## config.mk

```make
export PLATFORM = sky130hd
export DESIGN_NAME = load_writeback_unit_flat
export DESIGN_NICKNAME = d
export VERILOG_FILES = /design/src/rtl/rv32i_defs.sv /design/src/rtl/load_writeback_unit_if.sv /design/src/rtl/load_extender.sv /design/src/rtl/load_writeback_unit.sv /design/src/flat_wrapper.sv
export SDC_FILE = /design/constraint.sdc
export NUM_CORES = 1
export LEC_CHECK = 0
export BUFFER_PORTS_ARGS = -buffer_cell sky130_fd_sc_hd__buf_4
export CORE_ASPECT_RATIO = 1.4
export CORE_MARGIN = 10
export CORE_UTILIZATION = 43
export DETAILED_ROUTE_END_ITERATION = 10
export PLACE_DENSITY = 0.68
export SYNTH_ARGS = -nofsm -noshare
export SYNTH_HDL_FRONTEND = slang
export SYNTH_SLANG_ARGS = --single-unit
export TNS_END_PERCENT = 100
```

## constraint.sdc

```tcl
create_clock -name clk -period 2.3 [get_ports clk]
set_input_delay 0.345 -clock clk [delete_from_list [all_inputs] [get_ports clk]]
set_output_delay 0.345 -clock clk [all_outputs]
set_load 0.05 [all_outputs]
```

## src/rtl/rv32i_defs.sv

```systemverilog
// Shared RV32I definitions for the register-file writeback path.
// Holds the load funct3 encodings, the writeback FSM state type and
// a helper that decides whether a load width/offset pair is legal.
package rv32i_defs;

   localparam logic [2:0] F3_LB  = 3'b000;
   localparam logic [2:0] F3_LH  = 3'b001;
   localparam logic [2:0] F3_LW  = 3'b010;
   localparam logic [2:0] F3_LBU = 3'b100;
   localparam logic [2:0] F3_LHU = 3'b101;

   typedef enum logic [1:0] {
      IDLE     = 2'd0,
      WAIT_MEM = 2'd1,
      WRITE    = 2'd2
   } wb_state_t;

   // A load is legal when funct3 names a real load width and the byte
   // offset is naturally aligned for that width.
   function automatic logic load_ok(input logic [2:0] funct3, input logic [1:0] addr_lo);
      logic ok;
      case (funct3)
         F3_LB, F3_LBU: ok = 1'b1;
         F3_LH, F3_LHU: ok = ~addr_lo[0];
         F3_LW:         ok = (addr_lo == 2'b00);
         default:       ok = 1'b0;
      endcase
      return ok;
   endfunction

endpackage

```

## src/rtl/load_writeback_unit_if.sv

```systemverilog
// Bundle of the three channels around the writeback unit:
//   req_*     : retiring-instruction request (valid/ready)
//   mem_rd_*  : memory read data return (valid/ready)
//   wr_*      : register file write port
// master = environment side (pipeline + memory + regfile observer),
// slave  = the writeback unit itself.
interface load_writeback_unit_if;
   logic        req_valid;
   logic        req_ready;
   logic        req_is_load;
   logic [4:0]  req_rd;
   logic [2:0]  req_funct3;
   logic [1:0]  req_addr_lo;
   logic [31:0] req_alu_result;

   logic        mem_rd_valid;
   logic        mem_rd_ready;
   logic [31:0] mem_rd_data;

   logic        wr_ena;
   logic [4:0]  wr_addr;
   logic [31:0] wr_data;

   modport master (
      output req_valid, req_is_load, req_rd, req_funct3, req_addr_lo, req_alu_result,
      input  req_ready,
      output mem_rd_valid, mem_rd_data,
      input  mem_rd_ready,
      input  wr_ena, wr_addr, wr_data
   );

   modport slave (
      input  req_valid, req_is_load, req_rd, req_funct3, req_addr_lo, req_alu_result,
      output req_ready,
      input  mem_rd_valid, mem_rd_data,
      output mem_rd_ready,
      output wr_ena, wr_addr, wr_data
   );
endinterface

```

## src/rtl/load_extender.sv

```systemverilog
// Combinational load data extractor.
// Ports:
//   funct3  : load width/sign encoding
//   addr_lo : byte offset within the aligned word
//   word    : aligned 32-bit memory word
//   value   : selected byte/half/word, sign- or zero-extended to 32 bits
module load_extender
   import rv32i_defs::*;
(
   input  logic [2:0]  funct3,
   input  logic [1:0]  addr_lo,
   input  logic [31:0] word,
   output logic [31:0] value
);

   logic [7:0]  byte_sel;
   logic [15:0] half_sel;

   always_comb begin
      byte_sel = word[{addr_lo, 3'b000} +: 8];
      half_sel = addr_lo[1] ? word[31:16] : word[15:0];
      case (funct3)
         F3_LB:   value = {{24{byte_sel[7]}}, byte_sel};
         F3_LBU:  value = {24'h0, byte_sel};
         F3_LH:   value = {{16{half_sel[15]}}, half_sel};
         F3_LHU:  value = {16'h0, half_sel};
         F3_LW:   value = word;
         default: value = word;
      endcase
   end

endmodule

```

## src/rtl/load_writeback_unit.sv

```systemverilog
// Register-file write-port driver for RV32I. Accepts one retiring
// instruction per request: ALU results go straight to a write pulse,
// loads wait for memory data, extract/extend it, then write.
// Ports:
//   clk  : system clock
//   rst  : synchronous active-low reset
//   bus  : request, memory-return and regfile-write channels (slave side)
//   busy : unit is not idle
//   err  : one-cycle pulse for illegal/misaligned load or memory timeout
module load_writeback_unit
   import rv32i_defs::*;
#(
   parameter  int MEM_TIMEOUT = 16,
   localparam int TMO_W       = $clog2(MEM_TIMEOUT + 1)
) (
   input  logic                 clk,
   input  logic                 rst,
   load_writeback_unit_if.slave bus,
   output logic                 busy,
   output logic                 err
);

   wb_state_t         state_reg;
   logic [TMO_W-1:0]  cnt_reg;
   logic [4:0]        rd_reg;
   logic [2:0]        funct3_reg;
   logic [1:0]        addr_lo_reg;
   logic              wr_ena_reg;
   logic [4:0]        wr_addr_reg;
   logic [31:0]       wr_data_reg;
   logic              err_reg;
   logic [31:0]       ext_value;

   load_extender u_ext (
      .funct3  (funct3_reg),
      .addr_lo (addr_lo_reg),
      .word    (bus.mem_rd_data),
      .value   (ext_value)
   );

   // Handshake readies are gated by rst so nothing is accepted while
   // reset is being held, even though state already reads IDLE.
   assign bus.req_ready    = rst && (state_reg == IDLE);
   assign bus.mem_rd_ready = rst && (state_reg == WAIT_MEM);
   assign bus.wr_ena       = wr_ena_reg;
   assign bus.wr_addr      = wr_addr_reg;
   assign bus.wr_data      = wr_data_reg;
   assign busy             = (state_reg != IDLE);
   assign err              = err_reg;

   // The write port is loaded on the same edge that enters WRITE, so
   // the pulse is visible during the WRITE cycle itself.
   always_ff @(posedge clk) begin
      if (!rst) begin
         state_reg   <= IDLE;
         cnt_reg     <= '0;
         rd_reg      <= '0;
         funct3_reg  <= '0;
         addr_lo_reg <= '0;
         wr_ena_reg  <= 1'b0;
         wr_addr_reg <= '0;
         wr_data_reg <= '0;
         err_reg     <= 1'b0;
      end else begin
         wr_ena_reg <= 1'b0;
         err_reg    <= 1'b0;
         case (state_reg)
            IDLE: begin
               if (bus.req_valid) begin
                  rd_reg      <= bus.req_rd;
                  funct3_reg  <= bus.req_funct3;
                  addr_lo_reg <= bus.req_addr_lo;
                  if (!bus.req_is_load) begin
                     wr_ena_reg  <= (bus.req_rd != 5'd0);
                     wr_addr_reg <= bus.req_rd;
                     wr_data_reg <= bus.req_alu_result;
                     state_reg   <= WRITE;
                  end else if (load_ok(bus.req_funct3, bus.req_addr_lo)) begin
                     cnt_reg   <= '0;
                     state_reg <= WAIT_MEM;
                  end else begin
                     err_reg <= 1'b1;
                  end
               end
            end
            WAIT_MEM: begin
               // Data on the expiry cycle takes priority over the abort.
               if (bus.mem_rd_valid) begin
                  wr_ena_reg  <= (rd_reg != 5'd0);
                  wr_addr_reg <= rd_reg;
                  wr_data_reg <= ext_value;
                  state_reg   <= WRITE;
               end else if (cnt_reg == TMO_W'(MEM_TIMEOUT - 1)) begin
                  err_reg   <= 1'b1;
                  cnt_reg   <= '0;
                  state_reg <= IDLE;
               end else begin
                  cnt_reg <= cnt_reg + 1'b1;
               end
            end
            WRITE:   state_reg <= IDLE;
            default: state_reg <= IDLE;
         endcase
      end
   end

endmodule

```

## src/flat_wrapper.sv

```systemverilog
// flat-port wrapper written by rule: the top's interface ports become plain ports
module load_writeback_unit_flat import rv32i_defs::*;
#(
   parameter  int MEM_TIMEOUT = 16,
   localparam int TMO_W       = $clog2(MEM_TIMEOUT + 1)
)
  (clk, rst, busy, err, bus_req_valid, bus_req_is_load, bus_req_rd, bus_req_funct3, bus_req_addr_lo, bus_req_alu_result, bus_req_ready, bus_mem_rd_valid, bus_mem_rd_data, bus_mem_rd_ready, bus_wr_ena, bus_wr_addr, bus_wr_data);
  load_writeback_unit_if bus_i ();
  input  logic clk;
  input  logic rst;
  output logic busy;
  output logic err;
  input wire logic [$bits(bus_i.req_valid)-1:0] bus_req_valid;
  input wire logic [$bits(bus_i.req_is_load)-1:0] bus_req_is_load;
  input wire logic [$bits(bus_i.req_rd)-1:0] bus_req_rd;
  input wire logic [$bits(bus_i.req_funct3)-1:0] bus_req_funct3;
  input wire logic [$bits(bus_i.req_addr_lo)-1:0] bus_req_addr_lo;
  input wire logic [$bits(bus_i.req_alu_result)-1:0] bus_req_alu_result;
  output wire logic [$bits(bus_i.req_ready)-1:0] bus_req_ready;
  input wire logic [$bits(bus_i.mem_rd_valid)-1:0] bus_mem_rd_valid;
  input wire logic [$bits(bus_i.mem_rd_data)-1:0] bus_mem_rd_data;
  output wire logic [$bits(bus_i.mem_rd_ready)-1:0] bus_mem_rd_ready;
  output wire logic [$bits(bus_i.wr_ena)-1:0] bus_wr_ena;
  output wire logic [$bits(bus_i.wr_addr)-1:0] bus_wr_addr;
  output wire logic [$bits(bus_i.wr_data)-1:0] bus_wr_data;
  assign bus_i.req_valid = bus_req_valid;
  assign bus_i.req_is_load = bus_req_is_load;
  assign bus_i.req_rd = bus_req_rd;
  assign bus_i.req_funct3 = bus_req_funct3;
  assign bus_i.req_addr_lo = bus_req_addr_lo;
  assign bus_i.req_alu_result = bus_req_alu_result;
  assign bus_req_ready = bus_i.req_ready;
  assign bus_i.mem_rd_valid = bus_mem_rd_valid;
  assign bus_i.mem_rd_data = bus_mem_rd_data;
  assign bus_mem_rd_ready = bus_i.mem_rd_ready;
  assign bus_wr_ena = bus_i.wr_ena;
  assign bus_wr_addr = bus_i.wr_addr;
  assign bus_wr_data = bus_i.wr_data;
  load_writeback_unit #(.MEM_TIMEOUT(MEM_TIMEOUT)) u_core (.clk(clk), .rst(rst), .bus(bus_i), .busy(busy), .err(err));
endmodule
```

---- Word level (Yosys, flattened, before mapping) ----
Cells that the tools add are included.
storage, ports and cells
  flip-flop bits (word level) ............. 56
  bits of input ports ..................... 79
  output and inout port bits .............. 42
  word-level logic and storage cells ...... 82
cells by class
  $add $sub $neg .......................... 1
  equality and inequality tests ........... 17
  shift operators ......................... 1
  mux-type cells .......................... 37
  bitwise operators ....................... 1
  reduce and logical (&&, ||, !) cells .... 16
operators by type and width
  operator                                                                count
  32-bit one-hot mux with 4 select lines                                  1
  32-bit 2-to-1 mux                                                       3
  32-bit one-hot mux with 2 select lines                                  1
  5-bit 2-to-1 mux                                                        8
  32-bit by 6-bit variable part select with 8-bit output                  1
  5-bit one-hot mux with 2 select lines                                   2
  16-bit 2-to-1 mux                                                       1
  3-bit equality test (second input constant)                             4
  1-bit 2-to-1 mux                                                        12
  2-bit inequality test (second input constant)                           6
  2-bit 2-to-1 mux                                                        5
  5-bit nonzero test                                                      2
  3-bit by 1-bit equality test with 1-bit output (second input constant)  2
  3-bit zero test                                                         2
  3-bit inequality test (second input constant)                           2
  5-bit by 1-bit adder with 5-bit output (second input constant)          1
  5-bit by 4-bit equality test with 1-bit output (second input constant)  1
  5-bit AND reduction                                                     1
  2-bit zero test                                                         2
  1-bit one-hot mux with 2 select lines                                   2
  2-bit one-hot mux with 2 select lines                                   1
  4-bit AND reduction                                                     1
  2-bit nonzero test                                                      2
  2-bit OR reduction                                                      2
  7 further kinds                                                         8

---- Logic depth before layout (Yosys ltp) ----
Gate-level depths: netlist of run 1.
  word-level depth ........................ 11
  gate-level depth with buffers ........... 6
  depth with buffers taken out ............ 5

---- Cells and area by module ----
A second synthesis of run 1 with hierarchy kept.
unflattened totals
  cells, all modules ...................... 410
  area, all modules ....................... 3,488.3 um2
modules (own cells, without submodules)
  module               times used  cells an instance  area each (um2)  sequential area each (um2)
  load_writeback_unit  1           314                2,642.5          1,121.1
  load_extender        1           96                 845.8            0.0

---- Least setup slack after synthesis of run 1 ----
Ideal clock, no wire load.
  path type ............................... reg2out
  start point ............................. register u_core.state_reg[0]
  end point ............................... output port bus_mem_rd_ready
  arrival time ............................ 1.432 ns
  data required time ...................... 1.955 ns
  path slack .............................. 0.523 ns
  stages on the path, launching flop included .. 5
  path buffers ............................ 2
  cell sequence ........................... dfxtp_1 -> nor2b_1 -> buf_2 -> clkbuf_1 -> and2_1
on the way
  longest elaborated chain between the ends .. 2
ends and longest elaborated chain
  item                                            line                       text
  start: declaration                              load_writeback_unit.sv:23  wb_state_t state_reg;
  start signal: assignment                        load_writeback_unit.sv:55  state_reg <= IDLE;
  start signal: assignment                        load_writeback_unit.sv:77  state_reg <= WRITE;
  start signal: assignment                        load_writeback_unit.sv:80  state_reg <= WAIT_MEM;
  2-bit by 1-bit equality test with 1-bit output  load_writeback_unit.sv:44  assign bus.mem_rd_ready = rst && (state_reg == WAIT_MEM);
  1-bit logical AND                               load_writeback_unit.sv:44
  end: declaration                                flat_wrapper.sv:22         output wire logic [$bits(bus_i.mem_rd_ready)-1:0] bus_mem_rd_ready;
Every way passes these cells.

---- Worst setup path in the final report of run 1 ----
Ends and elaborated chain as after synthesis.

==> run_results.csv, run 1 <==
group,metric,value,unit
placed_design,place_area,0.00417,mm^2
clock_tree,clk_latency,310,ps
run,drv_cap,0,
placed_design,dp.final_hpwl,8.73,mm
timing,slew_violations,0,
detailed_routing,vias,3475,
synthesis,synth_area_per_cell,8.00,um^2
power_and_ir_drop,p_per_area,559,mW/mm^2
critical_path,slowest_stage,"dfxtp_1",
final_layout,largest_reg_flops,32,
final_layout,final_area,0.00427,mm^2
final_layout,drive_above_1_share,31.8,%
die,die_h,123,um
power_and_ir_drop,seq_power_share,45.2,%
global_route,grt-ovfl-total,0,
die,core,0.00731,mm^2
power_and_ir_drop,power.switching,0.836,mW
final_layout,diodes,0,
placed_design,gp_congestion,0.906,
timing,rsz0062_at_grt,"no",
power_and_ir_drop,vdd_drop_max,0.335,mV
power_and_ir_drop,leakagePower,1.76,nW
clock_tree,cts_tree,"done",
outcome,status,"complete, no violations",
clock_tree,holdBufCountCts,0,
critical_path,max_stage_delay,480,ps
critical_path,cp.required,1960,ps
final_layout,layout_commonest_cell,"buf_4",
clock_tree,cts_buffers,5,
timing,period_share,84.4,%
placed_design,port_buffers,120,
synthesis,seq_area_frac_synth,34.7,%
critical_path,worstPathArrival,1600,ps
critical_path,cp-end-kind,"output port",
final_layout,fill_cells,729,
clock_tree,cts_buffer_depth,2,
synthesis,ys_ff_latch,56,
power_and_ir_drop,swShare,35.0,%
timing,min_period,1940,ps
global_route,grt_pass1_vias,3504,
power_and_ir_drop,comb_power_share,30.3,%
final_layout,utilization,58.4,%
detailed_routing,routed_via_density,5.75,
final_layout,layout_common_cells,"131 x buf_4, 61 x nand2_1, 56 x dfxtp_1, 38 x o21ai_0, 24 x nand3_1",
die,initial_core_util,44.2,%
synthesis,synth-edff-count,0,
detailed_routing,wl_per_cell,18.6,um
critical_path,critPathLaunchType,"flop",
synthesis,synthesis.nets,484,
critical_path,path_max_fanout,9,
detailed_routing,ant_nets,0,
critical_path,path_cells,"nor2b_2 > and2_1 > buf_4",
global_route,grt_max_degree,34,
timing,setup_viol,0,
global_route,antenna_found_initial,0,
global_route,grt_pass1_wl,17.6,mm
timing,skew,6.14,ps
timing,finalSetupTns,0,ps
synthesis,synthArstFlopShare,0,%
synthesis,ys_warn_count,0,
detailed_routing,firstDrtPassIters,4,
clock_tree,clk_pin_slew,110,ps
die,core.rowCount,37,
synthesis,synth_ff_type,"dfxtp_1",
final_layout,syn2layout_area_growth,32.3,%
detailed_routing,drc_errors,0,
die,dieArea,0.0114,mm^2
detailed_routing,wl,11.2,mm
synthesis,synthDistinctLibCells,60,
power_and_ir_drop,intPower,1.55,mW
critical_path,crit_type,"flop to output port",
die,pin_count,121,
final_layout,fin_nets,586,
detailed_routing,drtIter0Drc,248,
timing,slew_headroom,30.0,%
die,fp.dieW,93.3,um
timing,fin_hold_ws,295,ps
timing,tightest_slew,1050,ps
timing,timing.fmax,515,MHz
clock_tree,cts_root_buf,"clkbuf_8",
clock_tree,htree_levels,2,
clock_tree,cts_sinks,56,
timing,finalHoldViolCount,0,
power_and_ir_drop,clkPwrFrac,24.5,%
hold_path,worst_hold_path_type,"input port to flop",
synthesis,syn_area,0.00323,mm^2
synthesis,synth_cells,404,
global_route,track_usage,18.9,%
## area by class of cell
cell class | count | area (um^2) | share of cell area, %
Clock inverter | 2 | 13.8 | 0.322
Clock buffer | 6 | 82.6 | 1.93
Sequential cell | 56 | 1120 | 26.2
Tap cell | 97 | 121 | 2.84
Inverter | 7 | 26.3 | 0.615
Timing Repair Buffer | 131 | 983 | 23.0
Multi-Input combinational cell | 305 | 1930 | 45.1
## power by group through the flow
stage	clock (mW)	sequential, mW	combinational (mW)
after global placement	0	1.10	0.722
after detailed placement	0	1.10	0.726
final	0.586	1.08	0.723
after global routing	0.636	1.09	0.779
after floorplan	0	1.25	0.288
after CTS	0.604	1.08	0.726
## metrics by stage
| step | setup WS, ps | power [mW] | std cells |
|---|---|---|---|
| 3_5_place_dp | 225 | 1.83 | 596 |
| 2_1_floorplan | 523 | 1.54 | 404 |
| 3_3_place_gp | 278 | 1.82 | 596 |
| 5_1_grt | 159 | 2.50 | 604 |
| 6_report | 358 | 2.39 | 604 |
| 4_1_cts | 192 | 2.41 | 604 |
## final timing paths
path / start / endpoint / slack (ps) / depth (start not counted)
hold reg to reg: u_core.cnt_reg[4]$_SDFFE_PN0P_ / u_core.cnt_reg[4]$_SDFFE_PN0P_ / 450 / 1
hold / removal: bus_req_rd[4] / u_core.rd_reg[4]$_SDFFE_PN0P_ / 290 / 3
setup / recovery: u_core.state_reg[0]$_SDFFE_PN0P_ / bus_mem_rd_ready / 360 / 3
setup reg to reg: u_core.state_reg[0]$_SDFFE_PN0P_ / u_core.bus.wr_data[5]$_SDFFE_PN0P_ / 390 / 4
## metal layers
metal,global-route usage (%),vias up,part of all wire [%]
li1,-,1696,-
met2,34.5,110,52
met1,20.5,1648,40
met5,0,-,0
met3,4.28,21,5.2
met4,7.45,0,2.9
## timing repair
action / 4_1_cts / 5_1_grt
setup buffers: 0 / 0
endpoints found under the setup margin: 0 / 8
gates resized for setup: 0 / 1
## synthesized netlist by cell type (3+ instances only)
| library cell | count | share of area, % |
|---|---|---|
| o211a_1 | 5 | 1.5 |
| o31ai_1 | 4 | 0.93 |
| o21ai_1 | 10 | 1.5 |
| nand3b_1 | 9 | 2.1 |
| a2111oi_0 | 16 | 4.3 |
| buf_4 | 3 | 0.70 |
| mux2i_1 | 5 | 1.5 |
| dfxtp_1 | 56 | 35 |
| nand2b_1 | 8 | 1.5 |
| a21boi_0 | 10 | 2.3 |
| and2_1 | 3 | 0.58 |
| nor2b_1 | 4 | 0.77 |
| o211ai_1 | 8 | 1.9 |
| a21oi_1 | 21 | 3.3 |
| o221ai_1 | 8 | 2.2 |
| mux2_2 | 3 | 1.0 |
| nand3_1 | 24 | 3.7 |
| inv_1 | 7 | 0.81 |
| a21boi_1 | 7 | 1.6 |
| a21o_1 | 3 | 0.70 |
| buf_2 | 5 | 0.77 |
| nor2_1 | 13 | 1.5 |
| a31o_2 | 4 | 1.1 |
| clkbuf_1 | 23 | 2.7 |
| a31oi_1 | 3 | 0.58 |
| nand2_1 | 61 | 7.1 |
| o21ai_0 | 38 | 5.9 |
## cells by family after synthesis
kind of cell	share of synthesized area, %
and+or+nand+nor	23.0
AOI/OAI and AO/OA	32.4
buffers and inverters	6.04
adders and majority gates	0.387
DFF	34.7
muxes	3.45
## critical path, delay by kind of cell, from the launching register on
kind,cells,cell delay [ps]
buf+inv,1,190
simple gates,2,600
flops,1,480
(Power assumes the default switching activity.)
==> run 2, diff against run 1 <==
Clock period 2.3 ns to 2 ns, I/O delays scaled along.
==> run_results.csv, run 2 (same netlist as run 1, synthesis figures left out) <==
group,metric,value,unit
outcome,status,"complete, no violations",
timing,fin_hold_ws,254,ps
detailed_routing,drtIter0Drc,200,
critical_path,cp-end-kind,"flop",
clock_tree,post_cts_buffers,0,
die,core.rowCount,37,
power_and_ir_drop,p_per_area,647,mW/mm^2
final_layout,fill_cells,737,
timing,slew_violations,0,
timing,timing.fmax,549,MHz
hold_path,hold_path_depth,3,
final_layout,layout_commonest_cell,"buf_4",
critical_path,rr_worst_depth,4,
power_and_ir_drop,vdd_drop_max,0.390,mV
final_layout,fin_nets,597,
global_route,grt_pass1_wl,18.1,mm
clock_tree,clk_latency,310,ps
timing,min_period,1820,ps
timing,finalSetupTns,0,ps
critical_path,cp.required,2200,ps
hold_path,hp-start,"bus_req_rd[4]",
detailed_routing,firstDrtPassIters,5,
final_layout,layout_common_cells,"141 x buf_4, 61 x nand2_1, 56 x dfxtp_1, 38 x o21ai_0, 24 x nand3_1",
clock_tree,cts_root_buf,"clkbuf_8",
global_route,track_usage,19.4,%
critical_path,critPathLaunchType,"flop",
detailed_routing,wl,11.3,mm
hold_path,holdPathEnd,"u_core.rd_reg[4]$_SDFFE_PN0P_",
timing,rsz0062_at_grt,"no",
detailed_routing,ant_nets,0,
timing,finalHoldViolCount,0,
power_and_ir_drop,power.total,2.83,mW
clock_tree,cts_buffers,5,
detailed_routing,drc_errors,0,
final_layout,syn2layout_area_growth,35.3,%
timing,setup_viol,0,
final_layout,drive_above_1_share,32.9,%
clock_tree,cts_tree,"done",
hold_path,worst_hold_path_type,"input port to flop",
detailed_routing,vias,3506,
timing,skew,4.21,ps
critical_path,crit_type,"flop to flop",
global_route,antenna_found_initial,0,
global_route,grt_pass1_vias,3649,
die,initial_core_util,44.2,%
clock_tree,cts_buffer_depth,2,
die,pin_count,121,
power_and_ir_drop,leakagePower,1.82,nW
global_route,grt_max_degree,33,
die,fp.dieW,93.3,um
timing,tightest_slew,772,ps
placed_design,dp.final_hpwl,8.85,mm
critical_path,r2r_start,"u_core.state_reg[0]$_SDFFE_PN0P_",
placed_design,port_buffers,120,
clock_tree,cts_sinks,56,
critical_path,path_max_fanout,17,
global_route,grt-ovfl-total,0,
placed_design,gp_congestion,0.886,
detailed_routing,routed_via_density,5.72,
die,core,0.00731,mm^2
critical_path,r2r_slack,180,ps
clock_tree,htree_levels,2,
detailed_routing,wl_per_cell,18.4,um
placed_design,place_area,0.00426,mm^2
run,drv_cap,0,
die,dieArea,0.0114,mm^2
final_layout,diodes,0,
timing,slew_headroom,48.1,%
die,die_h,123,um
final_layout,final_area,0.00437,mm^2
clock_tree,clk_pin_slew,100,ps
critical_path,r2r-end,"u_core.bus.wr_data[21]$_SDFFE_PN0P_",
timing,period_share,91.0,%
critical_path,worstPathArrival,2020,ps
final_layout,largest_reg_flops,32,
## run 2: changes by cell type in the layout (fill, tap and decap cells not counted), sizes merged
cell | before | now
buf | 131 | 142
bufinv | 0 | 1
clkbuf | 6 | 5
clkinv | 1 | 0
inv | 8 | 7
## run 2: what timing repair did
action,CTS,global route
setup endpoints to repair,1,0
hold buffers,0,0
gates resized for setup,1,0
## run 2: power by group
part	internal (mW)	switching, mW
sequential	1.19	0.0515
combinational	0.335	0.528
clock	0.361	0.366
## run 2: cell type report
class                           count  area [um^2]  share of cell area [%]
Clock buffer                        5         68.8                    1.57
Clock inverter                      1         30.0                   0.687
Inverter                            7         26.3                   0.601
Multi-Input combinational cell    305         1930                    44.0
Sequential cell                    56         1120                    25.6
Tap cell                           97          121                    2.78
Timing Repair Buffer              142         1080                    24.7
## run 2: stage by stage
step	instances	util (%)	worst slack (ps)
floorplan	404	-	268
global placement	607	58.3	69.7
detailed placement	607	58.3	25.5
CTS	613	59.8	183
global route	613	59.8	29.3
finish	613	59.8	180
## run 2: critical path, stage by stage (launching register included)
cell and delay (ps):
dfxtp_1 490, nand2b_1 380, buf_4 280, a2111oi_0 440, o21ai_1 120
## run 2: routing by layer
layer / track usage [%] / wire length, um / part of all wire [%]
met1: 21.1 / 4320 / 38
met2: 35.6 / 6070 / 54
met3: 4.34 / 634 / 5.6
met4: 6.87 / 261 / 2.3
met5: 0 / 0 / 0
## run 2: worst max path at each step
stage / cells after the start / from / to
after global placement: 4 / u_core.addr_lo_reg[1]$_SDFFE_PN0P_ / u_core.bus.wr_data[28]$_SDFFE_PN0P_
after global routing: 4 / u_core.state_reg[0]$_SDFFE_PN0P_ / u_core.bus.wr_data[18]$_SDFFE_PN0P_
after floorplan: 4 / u_core.state_reg[0]$_SDFFE_PN0P_ / bus_mem_rd_ready
after CTS: 4 / u_core.state_reg[0]$_SDFFE_PN0P_ / u_core.bus.wr_data[21]$_SDFFE_PN0P_
after detailed placement: 4 / u_core.addr_lo_reg[1]$_SDFFE_PN0P_ / u_core.bus.wr_data[28]$_SDFFE_PN0P_
final: 4 / u_core.state_reg[0]$_SDFFE_PN0P_ / u_core.bus.wr_data[21]$_SDFFE_PN0P_
